`src/rtl/conv_pkg.sv`:
```
// Shared types and defaults for the conv1d sequencing controller.
// State encodings are fixed so debug taps and traces stay comparable across builds.
package conv_pkg;

  typedef enum logic [2:0] {
    IDLE  = 3'd0,
    CLEAR = 3'd1,
    ACCUM = 3'd2,
    EMIT  = 3'd3,
    DONE  = 3'd4
  } state_t;

  localparam int DEF_DATA_LEN   = 16;
  localparam int DEF_KERNEL_LEN = 3;

endpackage

```
`src/rtl/conv_idx_counter.sv`:
```
// Up-counter 0..MAX with clear priority, wrap at MAX; one-cycle update, no backpressure.
// Exposes the next value so the owner can register decoded outputs in step with it.
module conv_idx_counter #(
  parameter int W   = 4,
  parameter int MAX = 15
) (
  input  logic         clk,
  input  logic         reset,
  input  logic         clr,
  input  logic         inc,
  output logic [W-1:0] count_d,
  output logic         tc
);

  logic [W-1:0] count_q;

  assign tc = (count_q == W'(MAX));

  always_comb begin
    count_d = count_q;
    if (clr) begin
      count_d = '0;
    end else if (inc) begin
      count_d = tc ? '0 : count_q + W'(1);
    end
  end

  always_ff @(posedge clk) begin
    if (!reset) begin
      count_q <= '0;
    end else begin
      count_q <= count_d;
    end
  end

endmodule

```
`src/rtl/conv1d_seq_controller.sv`:
```
// Sequences a shared MAC through valid-mode 1D convolution: KERNEL_LEN+2 cycles per result.
// EMIT holds out_valid/out_addr until out_ready; abort returns to IDLE from any state.
module conv1d_seq_controller
  import conv_pkg::*;
#(
  parameter int DATA_LEN   = DEF_DATA_LEN,
  parameter int KERNEL_LEN = DEF_KERNEL_LEN,
  parameter int ADDR_W     = $clog2(DATA_LEN),
  parameter int KADDR_W    = (KERNEL_LEN > 1) ? $clog2(KERNEL_LEN) : 1
) (
  input  logic               clk,
  input  logic               reset,
  input  logic               start,
  input  logic               abort,
  input  logic               out_ready,
  output logic [ADDR_W-1:0]  x_addr,
  output logic [KADDR_W-1:0] k_addr,
  output logic               mac_clr,
  output logic               mac_en,
  output logic               out_valid,
  output logic [ADDR_W-1:0]  out_addr,
  output logic               busy,
  output logic               done
);

  localparam int NUM_OUT = DATA_LEN - KERNEL_LEN + 1;

  state_t state_q, state_d;

  logic [ADDR_W-1:0]  out_idx_d;
  logic [KADDR_W-1:0] k_idx_d;
  logic               out_tc, k_tc;
  logic               out_clr, out_inc, k_clr, k_inc;

  logic [ADDR_W-1:0]  x_addr_q, x_addr_d;
  logic [KADDR_W-1:0] k_addr_q, k_addr_d;
  logic [ADDR_W-1:0]  out_addr_q, out_addr_d;
  logic mac_clr_q, mac_clr_d, mac_en_q, mac_en_d;
  logic out_valid_q, out_valid_d, busy_q, busy_d, done_q, done_d;

  // out_idx survives CLEAR/ACCUM/EMIT and is only zeroed between runs.
  assign out_clr = abort || (state_q == IDLE) || (state_q == DONE);
  assign out_inc = (state_q == EMIT) && out_ready && !out_tc;
  assign k_clr   = abort || (state_q != ACCUM);
  assign k_inc   = (state_q == ACCUM);

  conv_idx_counter #(.W(ADDR_W), .MAX(NUM_OUT - 1)) u_out_idx (
    .clk     (clk),
    .reset   (reset),
    .clr     (out_clr),
    .inc     (out_inc),
    .count_d (out_idx_d),
    .tc      (out_tc)
  );

  conv_idx_counter #(.W(KADDR_W), .MAX(KERNEL_LEN - 1)) u_k_idx (
    .clk     (clk),
    .reset   (reset),
    .clr     (k_clr),
    .inc     (k_inc),
    .count_d (k_idx_d),
    .tc      (k_tc)
  );

  always_comb begin
    state_d = state_q;
    case (state_q)
      IDLE:    if (start) state_d = CLEAR;
      CLEAR:   state_d = ACCUM;
      ACCUM:   if (k_tc) state_d = EMIT;
      EMIT:    if (out_ready) state_d = out_tc ? DONE : CLEAR;
      DONE:    state_d = IDLE;
      default: state_d = IDLE;
    endcase
    if (abort) state_d = IDLE;
  end

  // Outputs are decoded from next state/counters so they are registered yet cycle-aligned.
  always_comb begin
    x_addr_d    = '0;
    k_addr_d    = '0;
    out_addr_d  = '0;
    mac_clr_d   = 1'b0;
    mac_en_d    = 1'b0;
    out_valid_d = 1'b0;
    done_d      = 1'b0;
    busy_d      = (state_d != IDLE);
    case (state_d)
      CLEAR: mac_clr_d = 1'b1;
      ACCUM: begin
        mac_en_d = 1'b1;
        x_addr_d = out_idx_d + ADDR_W'(k_idx_d);
        k_addr_d = k_idx_d;
      end
      EMIT: begin
        out_valid_d = 1'b1;
        out_addr_d  = out_idx_d;
      end
      DONE:    done_d = 1'b1;
      default: ;
    endcase
  end

  always_ff @(posedge clk) begin
    if (!reset) begin
      state_q     <= IDLE;
      x_addr_q    <= '0;
      k_addr_q    <= '0;
      out_addr_q  <= '0;
      mac_clr_q   <= 1'b0;
      mac_en_q    <= 1'b0;
      out_valid_q <= 1'b0;
      busy_q      <= 1'b0;
      done_q      <= 1'b0;
    end else begin
      state_q     <= state_d;
      x_addr_q    <= x_addr_d;
      k_addr_q    <= k_addr_d;
      out_addr_q  <= out_addr_d;
      mac_clr_q   <= mac_clr_d;
      mac_en_q    <= mac_en_d;
      out_valid_q <= out_valid_d;
      busy_q      <= busy_d;
      done_q      <= done_d;
    end
  end

  assign x_addr    = x_addr_q;
  assign k_addr    = k_addr_q;
  assign out_addr  = out_addr_q;
  assign mac_clr   = mac_clr_q;
  assign mac_en    = mac_en_q;
  assign out_valid = out_valid_q;
  assign busy      = busy_q;
  assign done      = done_q;

endmodule

```
`config.mk`:
```
export PLATFORM = sky130hd
export DESIGN_NAME = conv1d_seq_controller
export DESIGN_NICKNAME = d
export VERILOG_FILES = /design/src/rtl/conv_pkg.sv /design/src/rtl/conv_idx_counter.sv /design/src/rtl/conv1d_seq_controller.sv
export SDC_FILE = /design/constraint.sdc
export NUM_CORES = 1
export LEC_CHECK = 0
export BUFFER_PORTS_ARGS = -buffer_cell sky130_fd_sc_hd__buf_4
export CAP_MARGIN = 40
export CORE_MARGIN = 2
export CORE_UTILIZATION = 45
export DETAILED_ROUTE_END_ITERATION = 12
export PLACE_DENSITY = 0.76
export SETUP_SLACK_MARGIN = 0.5
export SLEW_MARGIN = 20
export SYNTH_ARGS = -nofsm -noshare
export SYNTH_HDL_FRONTEND = slang
export SYNTH_SLANG_ARGS = --single-unit
```
`constraint.sdc`:
```
create_clock -name clk -period 2.45 [get_ports clk]
set_clock_uncertainty 0.05 [all_clocks]
set_input_delay 0.245 -clock clk [delete_from_list [all_inputs] [get_ports clk]]
set_output_delay 0.245 -clock clk [all_outputs]
set_load 0.02 [all_outputs]
```
* Word-level counts from Yosys, hierarchy flattened
Cells that the tools add are included.
W data, S select, Z words.
** Word-level totals
- Logic and storage cells :: 51
- Bits of input ports :: 5
- Register bits :: 24
- Output and inout port bits :: 15
** Operators by class
- Eq/ne operators :: 11
- Reductions and logical operators :: 10
- $add $sub $neg :: 3
- Multiplexer cells :: 16
** Operators with widths (number)
- $mux W3 :: 5
- $eq A3 B2 Y1 const B :: 4
- $mux W4 :: 3
- $pmux W3 S4 :: 1
- $eq A3 B1 Y1 const B :: 2
- $eq A3 B3 Y1 const B :: 2
- $mux W2 :: 3
- $add A4 B1 Y4 const B :: 1
- $add A4 B2 Y4 :: 1
- $eq A4 B4 Y1 const B :: 1
- $mux W1 :: 4
- $reduce_and A2 Y1 :: 2
- $logic_not A3 Y1 :: 1
- $logic_or A1 B1 Y1 :: 3
- $ne A3 B2 Y1 const B :: 1
- $reduce_bool A3 Y1 :: 1
- $add A2 B1 Y2 const B :: 1
- $eq A2 B2 Y1 const B :: 1
- $logic_and A1 B1 Y1 :: 2
- $logic_not A1 Y1 :: 1

* Depth between registers and ports, before layout
- Depth after elaboration :: 7
- Mapped depth :: 10
- Mapped depth without buffers :: 10

* Cells and area by module
Synthesis repeated with hierarchy kept, for this count alone.
** Unflattened totals
- Cells, all modules :: 104
- Area, all modules :: 1043.5 µm²
** Modules (own cells, without submodules)
- conv1d_seq_controller :: cells each 68, instances 1, sequential area each 360.3 µm², area an instance 735.7 µm²
- conv_idx_counter at u_out_idx :: cells each 24, instances 1, sequential area each 80.1 µm², area an instance 205.2 µm²
- conv_idx_counter at u_k_idx :: cells each 12, instances 1, sequential area each 40.0 µm², area an instance 102.6 µm²

* Least setup slack after synthesis
Ideal clock, no wire load.
- Path type :: register -> register
- Start point :: register u_out_idx.count_q[0]
- End point :: register x_addr_q[2], in the netlist x_addr[2]
- Cell stages (with the launch flop) :: 10
- Setup time :: 120 ps
- Required time :: 2280 ps
- Setup slack :: 416 ps
- Data arrival time :: 1864 ps
- Clock period less this slack :: 2034 ps
- Cells stage by stage :: dfxtp_1 > inv_1 > nor3_1 > nor2_1 > xnor2_1 > nor2_1 > ha_1 > fa_1 > xnor2_1 > nor2_1
** RTL lines
- start, declared :: line conv_idx_counter.sv:15 : logic [W-1:0] count_q;
- start signal, assigned :: line conv_idx_counter.sv:32 : count_q <= count_d;
- parallel branches: the longest is 3 deep, another holds $add A4 B1 Y4
- $mux W4 (*) :: line conv_idx_counter.sv:23 : end else if (inc) begin
- $mux W4 (*) :: line conv_idx_counter.sv:21 : if (clr) begin
- via out_idx_d[0] :: line conv1d_seq_controller.sv:30 : logic [ADDR_W-1:0] out_idx_d;
- $add A4 B2 Y4 (*) :: line conv1d_seq_controller.sv:92 : x_addr_d = out_idx_d + ADDR_W'(k_idx_d);
- end signal, assigned :: line conv1d_seq_controller.sv:117 : x_addr_q <= x_addr_d;
- end, declared :: line conv1d_seq_controller.sv:35 : logic [ADDR_W-1:0] x_addr_q, x_addr_d;
Mark *: on every way through the listed nets, which the timed path passes.
A chain may end at the register's enable or synchronous reset.

* Final worst setup path
- Start point :: register state_q[2]
- End point :: register x_addr_q[3], in the netlist x_addr[3]
** Between the ends
- Word-level cells in the longest chain between the ends :: 6
** RTL lines
- start, declared :: line conv1d_seq_controller.sv:28 : state_t state_q, state_d;
- start signal, assigned :: line conv1d_seq_controller.sv:116 : state_q <= state_d;
- $eq A3 B2 Y1 :: line conv1d_seq_controller.sv:43 : assign out_inc = (state_q == EMIT) && out_ready && !out_tc;
- $logic_and A1 B1 Y1 (2 in a row) :: line conv1d_seq_controller.sv:43
- $mux W4 :: line conv_idx_counter.sv:23
- $mux W4 (*) :: line conv_idx_counter.sv:21
- via out_idx_d[1] :: line conv1d_seq_controller.sv:30
- $add A4 B2 Y4 (*) :: line conv1d_seq_controller.sv:92
The timed path passes the listed nets; every way through them passes the cells marked *.

==> impl_results.md <==
- Static Leak: approximately 0.53 nW
- Initial antenna violation count: 0
- Synthesized area: roughly 920 um2
- Pwr/cell area: roughly 460 mW/mm2
- Syn-to-layout area delta: 38.26%
- Top-area cell type share of the netlist area: ~52%
- Endpoint, Worst Hold: busy
- Reg2reg path depth: 9
- CTS Buf Count: 3
- Mapped Nets: around 110
- First-pass GRT wire length: around 3300 um
- Yosys warning total: 0
- CTS tree: built
- Register area: approximately 500 um2
- Ports: 20
- Multi-input logic area: 475.5 um2
- Sequential fraction of the synthesis area: 52.10%
- Ant diodes: 0
- Yosys cell types: 28
- R2R Path Start: state_q[2]
- # nets final: approximately 140
- Fillers: around 170
- Hold_sp: start
- Crit path required time: approximately 2.6 ns
- Largest net degree at the start of global routing: 13
- WHS Path Cells: 3
- Overall power: about 0.58 mW
- Endpoints failing setup: 0
- Max clock buf depth: 2
- Die Y: just under 50 um
- Gr ovfl total: 0
- Share of cells above drive strength 1: 44.96%
- Setup TNS: 0 ns
- Die area: about 0.0024 mm2
- Tmin final: about 2.0 ns
- Placer Congestion: 0.8670
- Number of global-route vias before repair: between 700 and 800
- Die width: about 49 um
- Startpoint types: register
- Status: finished, final reports clean
- Clock slew at reported path FFs: around 0.12 ns
- Starting DRT DRC Count: 21
- Worst-Skew Late Latency: 0.30 ns
- Total GRT Usage: 17.44%
- Fmax: roughly 0.51 GHz
- Worst Setup End Kind: register
- Yosys reg bits: 24
- Reg-to-reg setup timing slack: roughly 0.47 ns
- Core Footprint: slightly below 0.002 mm2
- Worst-margin pin slew: 0.4793 ns
- Hold WC Path Type: in -> reg
- MaxCap Viol Count: 0
- Number of H-tree levels: 1
- Worst relative slew slack: 67.71%
- Starting density of the core: between 40% and 50%
- CP max FO: 3
- Synthesized netlist cell count: 97
- FFs w/ async S/R, synth: 0%
- Main area contributors after synthesis: dfxtp_1 52%, nor2_1 6.9%, nor3_1 6.0%
- Critical setup path kind: reg -> reg
- WL final: slightly below 2000 um
- Vias: 789
- CP cell instances: nand4b_4 > nor2_4 > mux2i_4 > nor2_2 > ha_1 > a21oi_1 > a211oi_2 > xor2_1 > nor2_1
- Post-synth top flop: dfxtp_1
- Hold Violations, Final: 0
- First-pass DRT Iterations: 4
- DR vias/cell: around 5.1
- Clock Tree Root: clkbuf_4
- Site Rows: 16
- EDFF count, synth: 0
- PortBufs: 19
- Critical path data arrival time: 2.13 ns
- Routed Antenna Nets: 0
- # DRC: 0
- RSZ-0062 raised after global routing: yes
- Max incr delay on CP: 0.35 ns
- Dpl hpwl: about 1200 um
- Max Slew Vio Count: 0
- WL/cell: around 13 um
- Slowest CP cell: dfxtp_2
- Peak supply drop: between 0.0002 and 0.00025 V
- Final Cycle Share: between 80% and 90%
- Synth Area per Inst: 9.507 um2
- RR Endpoint: x_addr[3]
- Post-synth top area cell: dfxtp_1
- Total clock sinks: 24
## cells by family after synthesis
family,after synthesis,synth area share [%]
multiplexers,1,1.086
AO/OA/AOI/OAI,11,8.412
XOR/XNOR,3,2.850
flip-flops,24,52.10
adder cells (fa/ha/maj),3,4.884
buffers and inverters,7,2.984
AND/OR/NAND/NOR,48,27.68
## cells in the mapped netlist (2+ instances only)
| cell type | n |
|---|---|
| o21ai_0 | 3 |
| nand2_1 | 6 |
| dfxtp_1 | 24 |
| nor3_1 | 11 |
| inv_1 | 6 |
| nand3_1 | 2 |
| and4_1 | 2 |
| nor2b_1 | 2 |
| nor2_1 | 17 |
| xnor2_1 | 2 |
| a21oi_1 | 3 |
| ha_1 | 2 |
| and3_1 | 2 |
## stage by stage
| stage | worst slack (ns) | area [um2] | hold slack [ns] | instances | util [%] |
|---|---|---|---|---|---|
| after global routing | 0.3576 | 1275 | 0.1386 | 156 | 65.66 |
| after CTS | 0.5037 | 1197 | 0.1435 | 152 | 61.66 |
| after global placement | 0.2945 | 1104 | 0.4327 | 142 | 56.83 |
| final | 0.4736 | 1275 | 0.1359 | 156 | 65.66 |
| after detailed placement | 0.2655 | 1104 | 0.4526 | 142 | 56.83 |
| after floorplan | 0.5002 | 932.1 | 0.3145 | 97 | - |
## power breakdown
group	total [mW]	switching (mW)	internal [mW]
sequential	0.393	0.00229	0.391
combinational	0.0296	0.0175	0.0121
clock	0.160	0.103	0.0573
total	0.583	0.123	0.460
## worst max-delay path: cells and delay by family (launching register included)
family          cells  cell delay, ns
fa+ha+maj           1            0.28
compound gates      2            0.29
simple gates        4            0.49
mux                 1            0.27
flops               1            0.35
xor+xnor            1            0.16
## sequential cells by signal (all words and copies together) (netlist names), 2 cells and up
register           cells
out_addr               4
k_addr                 2
state_q                3
u_out_idx.count_q      4
x_addr                 4
u_k_idx.count_q        2
## layout make-up
cell class | instances | share of cell area (%)
Multi-Input combinational cell | 66 | 37.29
Sequential cell | 24 | 38.86
Timing Repair Buffer | 30 | 17.66
Clock buffer | 3 | 1.766
Tap cell | 27 | 2.650
Inverter | 6 | 1.766
## worst max-delay path by stage
stage / startpoint / endpoint / slack (ns) / cells after the start
2_1_floorplan: state_q[1] / x_addr[3] / 0.50 / 9
3_3_place_gp: state_q[1] / x_addr[3] / 0.29 / 9
3_5_place_dp: state_q[1] / x_addr[3] / 0.27 / 9
4_1_cts: state_q[2] / x_addr[3] / 0.50 / 9
5_1_grt: u_out_idx.count_q[1] / x_addr[1] / 0.36 / 7
6_report: state_q[2] / x_addr[3] / 0.47 / 9
## placed cells by master (no fill, tap or decap), drive strengths merged
master and count:
dfxtp 24, a221oi 1, nor2 17, nand3 2
ha 2, nor2b 2, xnor2 2, fa 1
xor2 1, a21o 1, nand2 6, nand4b 1
clkbuf 3, nor3 11, or2 1, nand2b 1
a211oi 1, or3 2, mux2i 1, a21oi 4
and4 2, buf 30, and3 3, inv 6
o21ai 3, a211o 1
## metal layers
layer | wire length, um | global-route usage (%) | share of wire [%]
met3 | 116 | 2.761 | 5.8
met1 | 817 | 23.08 | 41
met4 | 32 | 4.286 | 1.6
met5 | 0 | 0 | 0
met2 | 1020 | 29.50 | 51
## timing repair
action / 4_1_cts / 5_1_grt
gates resized for setup: 7 / 13
pin swaps: 4 / 4
hold buffers: 0 / 0
endpoints found under the setup margin: 3 / 3
buffers inserted: 7 / 4
hold endpoints to repair: 0 / 0
(Power assumes the default switching activity.)
